File: src/rtl/posbus_tty_dev.sv
// ============================================================================
//  Module      : posbus_tty_dev
//  Description : Positive-bus console-style I/O device.  Decodes PDP-8/I IOT
//                pulses plus the device-select field of the buffered MB and
//                answers on the open-collector return lines (skip, AC clear,
//                AC data, interrupt request).  The program side is bridged to
//                one byte-wide receive stream and one byte-wide transmit
//                stream (valid/ready).
//
//  Bit numbering: 12-bit bus vectors are declared [11:0].  PDP-8 bit k (bit 0
//                is the MSB) sits at vector index 11-k.  The device code
//                (PDP bits 3..8) is therefore pb_bmb_h[8:3], and AC bits 4..11
//                are index [7:0].
//
//  Ports       : clk, rst              clock, synchronous active-high reset
//                pb_bmb_h, pb_bac_h    buffered MB / AC from the converter
//                pb_iop1/2/4_h         IOT pulses (active-high, multi-cycle)
//                pb_init_h             bus initialize
//                pb_ac_l               AC input lines, active-low (1 = released)
//                pb_skip_l             skip request, active-low
//                pb_ac_clr_cont_l      AC clear, active-low
//                pb_int_rq_l           interrupt request, active-low
//                rx_data/valid/ready   receive stream (device is the sink)
//                tx_data/valid/ready   transmit stream (device is the source)
//
//  Options     : POSBUS_TTY_INT_EN  - when defined, pb_int_rq_l is driven
//                from the registered OR of both flags; otherwise it stays 1.
//
//  Revision    : 1.0  initial release
// ============================================================================
`default_nettype none

module posbus_tty_dev #(
    parameter logic [5:0] RX_CODE     = 6'o03,
    parameter logic [5:0] TX_CODE     = 6'o04,
    parameter int         LOCK_CYCLES = 64
) (
    input  logic        clk,
    input  logic        rst,
    input  logic [11:0] pb_bmb_h,
    input  logic [11:0] pb_bac_h,
    input  logic        pb_iop1_h,
    input  logic        pb_iop2_h,
    input  logic        pb_iop4_h,
    input  logic        pb_init_h,
    output logic [11:0] pb_ac_l,
    output logic        pb_skip_l,
    output logic        pb_ac_clr_cont_l,
    output logic        pb_int_rq_l,
    input  logic [7:0]  rx_data,
    input  logic        rx_valid,
    output logic        rx_ready,
    output logic [7:0]  tx_data,
    output logic        tx_valid,
    input  logic        tx_ready
);

    localparam logic [7:0] c_lock_load = 8'(LOCK_CYCLES);

    logic       r_iop1_q, r_iop2_q, r_iop4_q;
    logic [7:0] r_rx_buf;
    logic       r_rx_flag;
    logic       r_rx_lock;
    logic [7:0] r_lock_cnt;
    logic [7:0] r_tx_buf;
    logic       r_tx_flag;
    logic       r_tx_valid;

    logic       w_clear;
    logic       w_rx_sel, w_tx_sel;
    logic       w_iop1_rise, w_iop2_rise, w_iop4_rise, w_iop4_fall;
    logic       w_rx_hs, w_tx_hs;
    logic       w_lock_release;
    logic       w_unused;

    // Only the device-code field and AC bits 4..11 matter to this device.
    assign w_unused = &{1'b0, pb_bmb_h[11:9], pb_bmb_h[2:0], pb_bac_h[11:8]};

    assign w_clear  = rst | pb_init_h;
    assign w_rx_sel = (pb_bmb_h[8:3] == RX_CODE);
    assign w_tx_sel = (pb_bmb_h[8:3] == TX_CODE);

    assign w_iop1_rise = pb_iop1_h & ~r_iop1_q;
    assign w_iop2_rise = pb_iop2_h & ~r_iop2_q;
    assign w_iop4_rise = pb_iop4_h & ~r_iop4_q;
    assign w_iop4_fall = ~pb_iop4_h & r_iop4_q;

    assign rx_ready = ~r_rx_flag & ~r_rx_lock;
    assign w_rx_hs  = rx_valid & rx_ready;
    assign w_tx_hs  = r_tx_valid & tx_ready;

    // The lock ends when the program finishes reading (IOP4 fall), starts a
    // new poll (IOP1 rise), or the counter has run down to zero.
    assign w_lock_release = (w_rx_sel & (w_iop4_fall | w_iop1_rise)) |
                            (r_lock_cnt == 8'd0);

    always_ff @(posedge clk) begin
        if (w_clear) begin
            r_iop1_q   <= 1'b0;
            r_iop2_q   <= 1'b0;
            r_iop4_q   <= 1'b0;
            r_rx_buf   <= 8'd0;
            r_rx_flag  <= 1'b0;
            r_rx_lock  <= 1'b0;
            r_lock_cnt <= 8'd0;
            r_tx_buf   <= 8'd0;
            r_tx_flag  <= 1'b0;
            r_tx_valid <= 1'b0;
        end else begin
            r_iop1_q <= pb_iop1_h;
            r_iop2_q <= pb_iop2_h;
            r_iop4_q <= pb_iop4_h;

            // Receive: a byte accepted in the same cycle as the IOP2 rise is
            // captured, then its flag is cleared by IOP2 and it stays locked.
            if (w_rx_hs) begin
                r_rx_buf  <= rx_data;
                r_rx_flag <= 1'b1;
            end
            if (w_rx_sel & w_iop2_rise) begin
                r_rx_flag  <= 1'b0;
                r_rx_lock  <= 1'b1;
                r_lock_cnt <= c_lock_load;
            end else if (r_rx_lock) begin
                if (w_lock_release) begin
                    r_rx_lock  <= 1'b0;
                    r_lock_cnt <= 8'd0;
                end else begin
                    r_lock_cnt <= r_lock_cnt - 8'd1;
                end
            end

            // Transmit: a fresh load overrides everything else this cycle.
            if (w_tx_hs) begin
                r_tx_valid <= 1'b0;
                r_tx_flag  <= 1'b1;
            end
            if (w_tx_sel & w_iop2_rise) begin
                r_tx_flag <= 1'b0;
            end
            if (w_tx_sel & w_iop4_rise) begin
                r_tx_buf   <= pb_bac_h[7:0];
                r_tx_flag  <= 1'b0;
                r_tx_valid <= 1'b1;
            end
        end
    end

    assign tx_data  = r_tx_buf;
    assign tx_valid = r_tx_valid;

    // Bus return lines follow the IOP levels with no clock latency.
    assign pb_skip_l        = ~((w_rx_sel & pb_iop1_h & r_rx_flag) |
                                (w_tx_sel & pb_iop1_h & r_tx_flag));
    assign pb_ac_clr_cont_l = ~(w_rx_sel & pb_iop2_h);
    assign pb_ac_l          = (w_rx_sel & pb_iop4_h) ? {4'hF, ~r_rx_buf}
                                                     : 12'hFFF;

`ifdef POSBUS_TTY_INT_EN
    logic r_int_rq_l;

    always_ff @(posedge clk) begin
        if (rst) begin
            r_int_rq_l <= 1'b1;
        end else begin
            r_int_rq_l <= ~(r_rx_flag | r_tx_flag);
        end
    end

    assign pb_int_rq_l = r_int_rq_l;
`else
    assign pb_int_rq_l = 1'b1;
`endif

endmodule

`default_nettype wire

File: config.mk
export PLATFORM = sky130hd
export DESIGN_NAME = posbus_tty_dev
export DESIGN_NICKNAME = d
export VERILOG_FILES = /design/src/rtl/posbus_tty_dev.sv
export SDC_FILE = /design/constraint.sdc
export NUM_CORES = 1
export LEC_CHECK = 0
export ABC_AREA = 1
export BUFFER_PORTS_ARGS = -buffer_cell sky130_fd_sc_hd__buf_2
export CAP_MARGIN = 20
export CORE_MARGIN = 2
export CORE_UTILIZATION = 40
export CTS_CLUSTER_DIAMETER = 30
export DETAILED_ROUTE_END_ITERATION = 6
export PLACE_DENSITY = 0.69
export SETUP_SLACK_MARGIN = 0.05
export SYNTH_ARGS = -nofsm -noshare
export SYNTH_HDL_FRONTEND = slang
export SYNTH_SLANG_ARGS = --single-unit
File: constraint.sdc
create_clock -name clk -period 2.01 [get_ports clk]
set_clock_uncertainty 0.1 [all_clocks]
set_input_delay 0.1005 -clock clk [delete_from_list [all_inputs] [get_ports clk]]
set_output_delay 0.1005 -clock clk [all_outputs]
set_load 0.1 [all_outputs]
Word level (Yosys, flattened, before mapping)
Index checks and enable logic that the tools add are counted. W data, S select, Z words.

Bits in registers: 31. Word-level logic and storage cells: 58.

Add/subtract/negate cells: 1. Equality and inequality tests: 2. Mux-type cells: 9. Bitwise logic cells: 30. Reduce and logical (&&, ||, !) cells: 5.

Operators by type and width (count): $and A1 B1 Y1 (17); $mux W8 (2); $mux W7 (2); $logic_not A8 Y1 (1); $not A1 Y1 (8); $not A8 Y8 (1); $sub A8 B1 Y8 const B (1); $eq A6 B2 Y1 const B (1); $eq A6 B3 Y1 const B (1); $mux W1 (5); $or A1 B1 Y1 (4); $reduce_bool A2 Y1 (2); $reduce_or A3 Y1 (1); $reduce_or A2 Y1 (1).

Logic depth before layout (Yosys ltp)
Depth after elaboration: 8. Gate-level depth with buffers: 10. Depth with buffers taken out: 10.

Worst setup path after synthesis
Ideal clock, no wire load.

Path type: reg-to-reg. Start point: register r_rx_lock. End point: register r_rx_buf[6]. Data arrival time: 1.741 ns. Data required time: 1.845 ns. Setup slack: 0.105 ns. Cell stages (with the launch flop): 6. Period minus slack after synthesis: 1.905 ns. Cells stage by stage: dfxtp_1 > nor2_2 > nand2_2 > inv_1 > nor2_1 > nor2_1.

Word-level cells in the longest chain between the ends: 3.

RTL lines: from (decl) (RTL line 63) `logic r_rx_lock;`; from (signal assigned) (RTL line 104) `r_rx_lock <= 1'b0;`; from (signal assigned) (RTL line 122) `r_rx_lock <= 1'b1;`; from (signal assigned) (RTL line 126) `r_rx_lock <= 1'b0;`; $not A1 Y1 (RTL line 88) `assign rx_ready = ~r_rx_flag & ~r_rx_lock;`; $and A1 B1 Y1 (RTL line 88); net rx_ready (RTL line 52) `output logic rx_ready,`; $and A1 B1 Y1 (RTL line 89) `assign w_rx_hs = rx_valid & rx_ready;`; to (signal assigned) (RTL line 117) `r_rx_buf <= rx_data;`; to (decl) (RTL line 61) `logic [7:0] r_rx_buf;`.

The timed path passes the listed nets, and every way through them passes these cells. A chain may end at the register's enable or synchronous reset.

Worst setup path after layout
Start point: input pb_iop4_h. End point: output pb_ac_l[3].

Word-level cells in the longest chain between the ends: 2.

RTL lines: from (decl) (RTL line 44) `input logic pb_iop4_h,`; $and A1 B1 Y1 (RTL line 156) `assign pb_ac_l = (w_rx_sel & pb_iop4_h) ? {4'hF, ~r_rx_buf}`; $mux W8 (RTL line 156); to (decl) (RTL line 46) `output logic [11:0] pb_ac_l,`.

Every way passes these cells.

==> reports/qor.yml <==
outcome:
  status: "finished clean"
cells_and_area:
  finalNetCount: 330
  drive_gt1_share_pct: 24.2
  syn_to_final_growth_pct: 39.3
  n_antenna_cell: 0
floorplan:
  coreArea_mm2: 0.00363
  chipHeight_um: 65.3
  row_count: 22
  initial_core_util_pct: 41.4
  die_w_um: 65.3
  num_io_pins: 65
  dieArea_mm2: 0.00427
timing:
  slew_viol_final: 0
  finalSetupViolCount: 0
  period_needed_ns: 1.68
  fmax_mhz: 594
  setup-tns-final_ns: 0
  rsz0062_at_grt: "false"
  hold_viol: 0
  period_share_pct: 83.8
clock_tree:
  numCtsBuffers: 5
  clk_latency_ns: 0.29
  hold_buffers: 20
  clockBufferDepth: 2
  clock-sinks: 31
  cts_tree: "built"
  clockRootBuffer: "clkbuf_8"
  ctsResizeCount: 0
  clk_pin_slew_worst_paths_ns: 0.07
  cts_setup_buffers: 0
  htree_num_levels: 2
route:
  route.detailed.drc: 0
  ant_nets: 0
  first_iter_violations: 64
  routed_wl_um: 3370
  dr.pass1.iters: 4
  detailroute.via_count: 1500
  detail_route.wl_per_cell_um: 10.0
  avgViaCountPerCell: 4.45
critical_path:
  worstReg2RegEnd: "r_lock_cnt[4]"
  required_ns: 1.81
  arrival_ns: 1.48
  critPathMaxFanout: 8
  cp-start-kind: "input port"
  ff2ff_setup_slack_ns: 0.64
  ff2ff_path_depth: 7
  critPathCaptureType: "output port"
  critPathKind: "in2out"
  r2r-start: "r_lock_cnt[0]"
yosys:
  yosysMostFrequentCell: "nand2_1"
  avgSynthCellArea_um2: 7.03
  yosysWarningCount: 0
  synth.largest_area_cell: "dfxtp_1"
  ys_seq_elements: 31
  synth_ff_type: "dfxtp_1"
  synth-edff-count: 0
  synthTopCellsByArea: "dfxtp_1 (41%), nand2_1 (12%), nor2_1 (11%)"
  synth_top_area_share_pct: 41.2
  synthCells: 214
  syn-cell-area_mm2: 0.00151
  async_flop_share_pct: 0
  yosys-top-cells-count: "nand2_1 (50), nor2_1 (45), dfxtp_1 (31)"
  seq_area_frac_synth_pct: 41.2
  synth_cell_type_count: 23
power:
  design_power_total_mw: 1.42
  cellLeakagePower_nw: 0.923
  pwr_density_cell_mw_per_mm2: 677
  vdd_drop_max_mv: 0.370
grt:
  grt_first_pass_wirelength_um: 5640
  grt_pass1_vias: 1328
  grt_overflow: 0
  grt_antenna_before_repair: 0
  track_usage_pct: 17.2
  grt_start_max_net_pins: 20
hold_path:
  holdPathStages: 4
  hold_path.startpoint: "rst"
  hp-class: "in2reg"
  hold-path-endpoint: "tx_data[6]"
place:
  gp_congestion: 0.871
  hpwl_um: 2240
  io_buffers: 49
run:
  max_cap_violations: 0
## how the worst max path moves through the flow
stage	startpoint	end	cells past startpoint
finish	pb_iop4_h	pb_ac_l[3]	6
detailed placement	pb_bmb_h[8]	pb_ac_l[0]	6
floorplan	r_rx_lock	r_rx_buf[6]	5
global placement	pb_bmb_h[8]	pb_ac_l[0]	6
global route	pb_iop4_h	pb_ac_l[3]	6
CTS	pb_iop4_h	pb_ac_l[0]	6
## worst max-delay path, cell delays in order
cell and delay, ns:
dlygate4sd3_1 0.52, buf_2 0.09, inv_1 0.06, nor2_2 0.29, nand2_1 0.10, buf_2 0.31
## kinds of logic after synthesis
| group | after synthesis | share of synthesized area [%] |
|---|---|---|
| XOR/XNOR | 3 | 1.75 |
| adder cells (fa/ha/maj) | 2 | 1.66 |
| AO/OA/AOI/OAI | 31 | 10.6 |
| other | 1 | 0.249 |
| buffers and inverters | 31 | 9.31 |
| AND/OR/NAND/NOR | 115 | 35.2 |
| flip-flops | 31 | 41.2 |
## flip-flops by register name, summed over array words and instances, names as in the netlist
name and cells:
r_lock_cnt 8, r_rx_buf 8, tx_data 8, r_iop1_q 1, r_iop2_q 1, r_iop4_q 1, r_rx_flag 1, r_rx_lock 1
r_tx_flag 1, tx_valid 1
## metrics by stage
stage / instances / hold slack [ns] / util [%] / area (um^2) / setup slack, ns
4_1_cts: 337 / 0.0464 / 57.7 / 2100 / 0.307
5_1_grt: 337 / 0.0706 / 57.7 / 2100 / 0.244
3_5_place_dp: 309 / 0.243 / 49.1 / 1780 / 0.520
6_report: 337 / 0.0527 / 57.7 / 2100 / 0.326
3_3_place_gp: 309 / 0.237 / 49.1 / 1780 / 0.544
2_1_floorplan: 218 / 0.113 / - / 1520 / 0.105
## layout make-up
type                       instances  area, um^2
timing repair buffer              69         445
tap                               48        60.1
fill                             356        1540
sequential                        31         621
clock buffer                       5        68.8
inverter                          25        98.8
multi-input combinational        156         759
clock inverter                     3        43.8
## power by group
part	internal, mW	switching [mW]	leakage [nW]	total (mW)
Clock	0.369	0.240	0.0581	0.609
Combinational	0.0640	0.115	0.614	0.179
Sequential	0.625	0.00508	0.251	0.631
## per-layer routing
metal,GRT usage (%),vias up,wire [um]
met5,0,-,0
met2,29.6,39,1630
met4,5.47,0,25
li1,-,805,-
met3,5.14,5,156
met1,20.4,651,1560
## layout by cell type (no fill, tap or decap), types with 2 or more instances in the layout
cell type / n
dfxtp_1: 31
nor2_1: 45
nor2_2: 3
buf_2: 49
nand2_1: 50
ha_1: 2
nand3_1: 3
a21oi_1: 11
clkinv_4: 2
nor2_4: 4
conb_1: 5
o21ai_0: 15
nand4_1: 4
o21ai_1: 4
xor2_1: 3
nand3_4: 2
clkbuf_8: 5
inv_1: 24
dlygate4sd3_1: 20
Power figures use the tool's default switching activity.
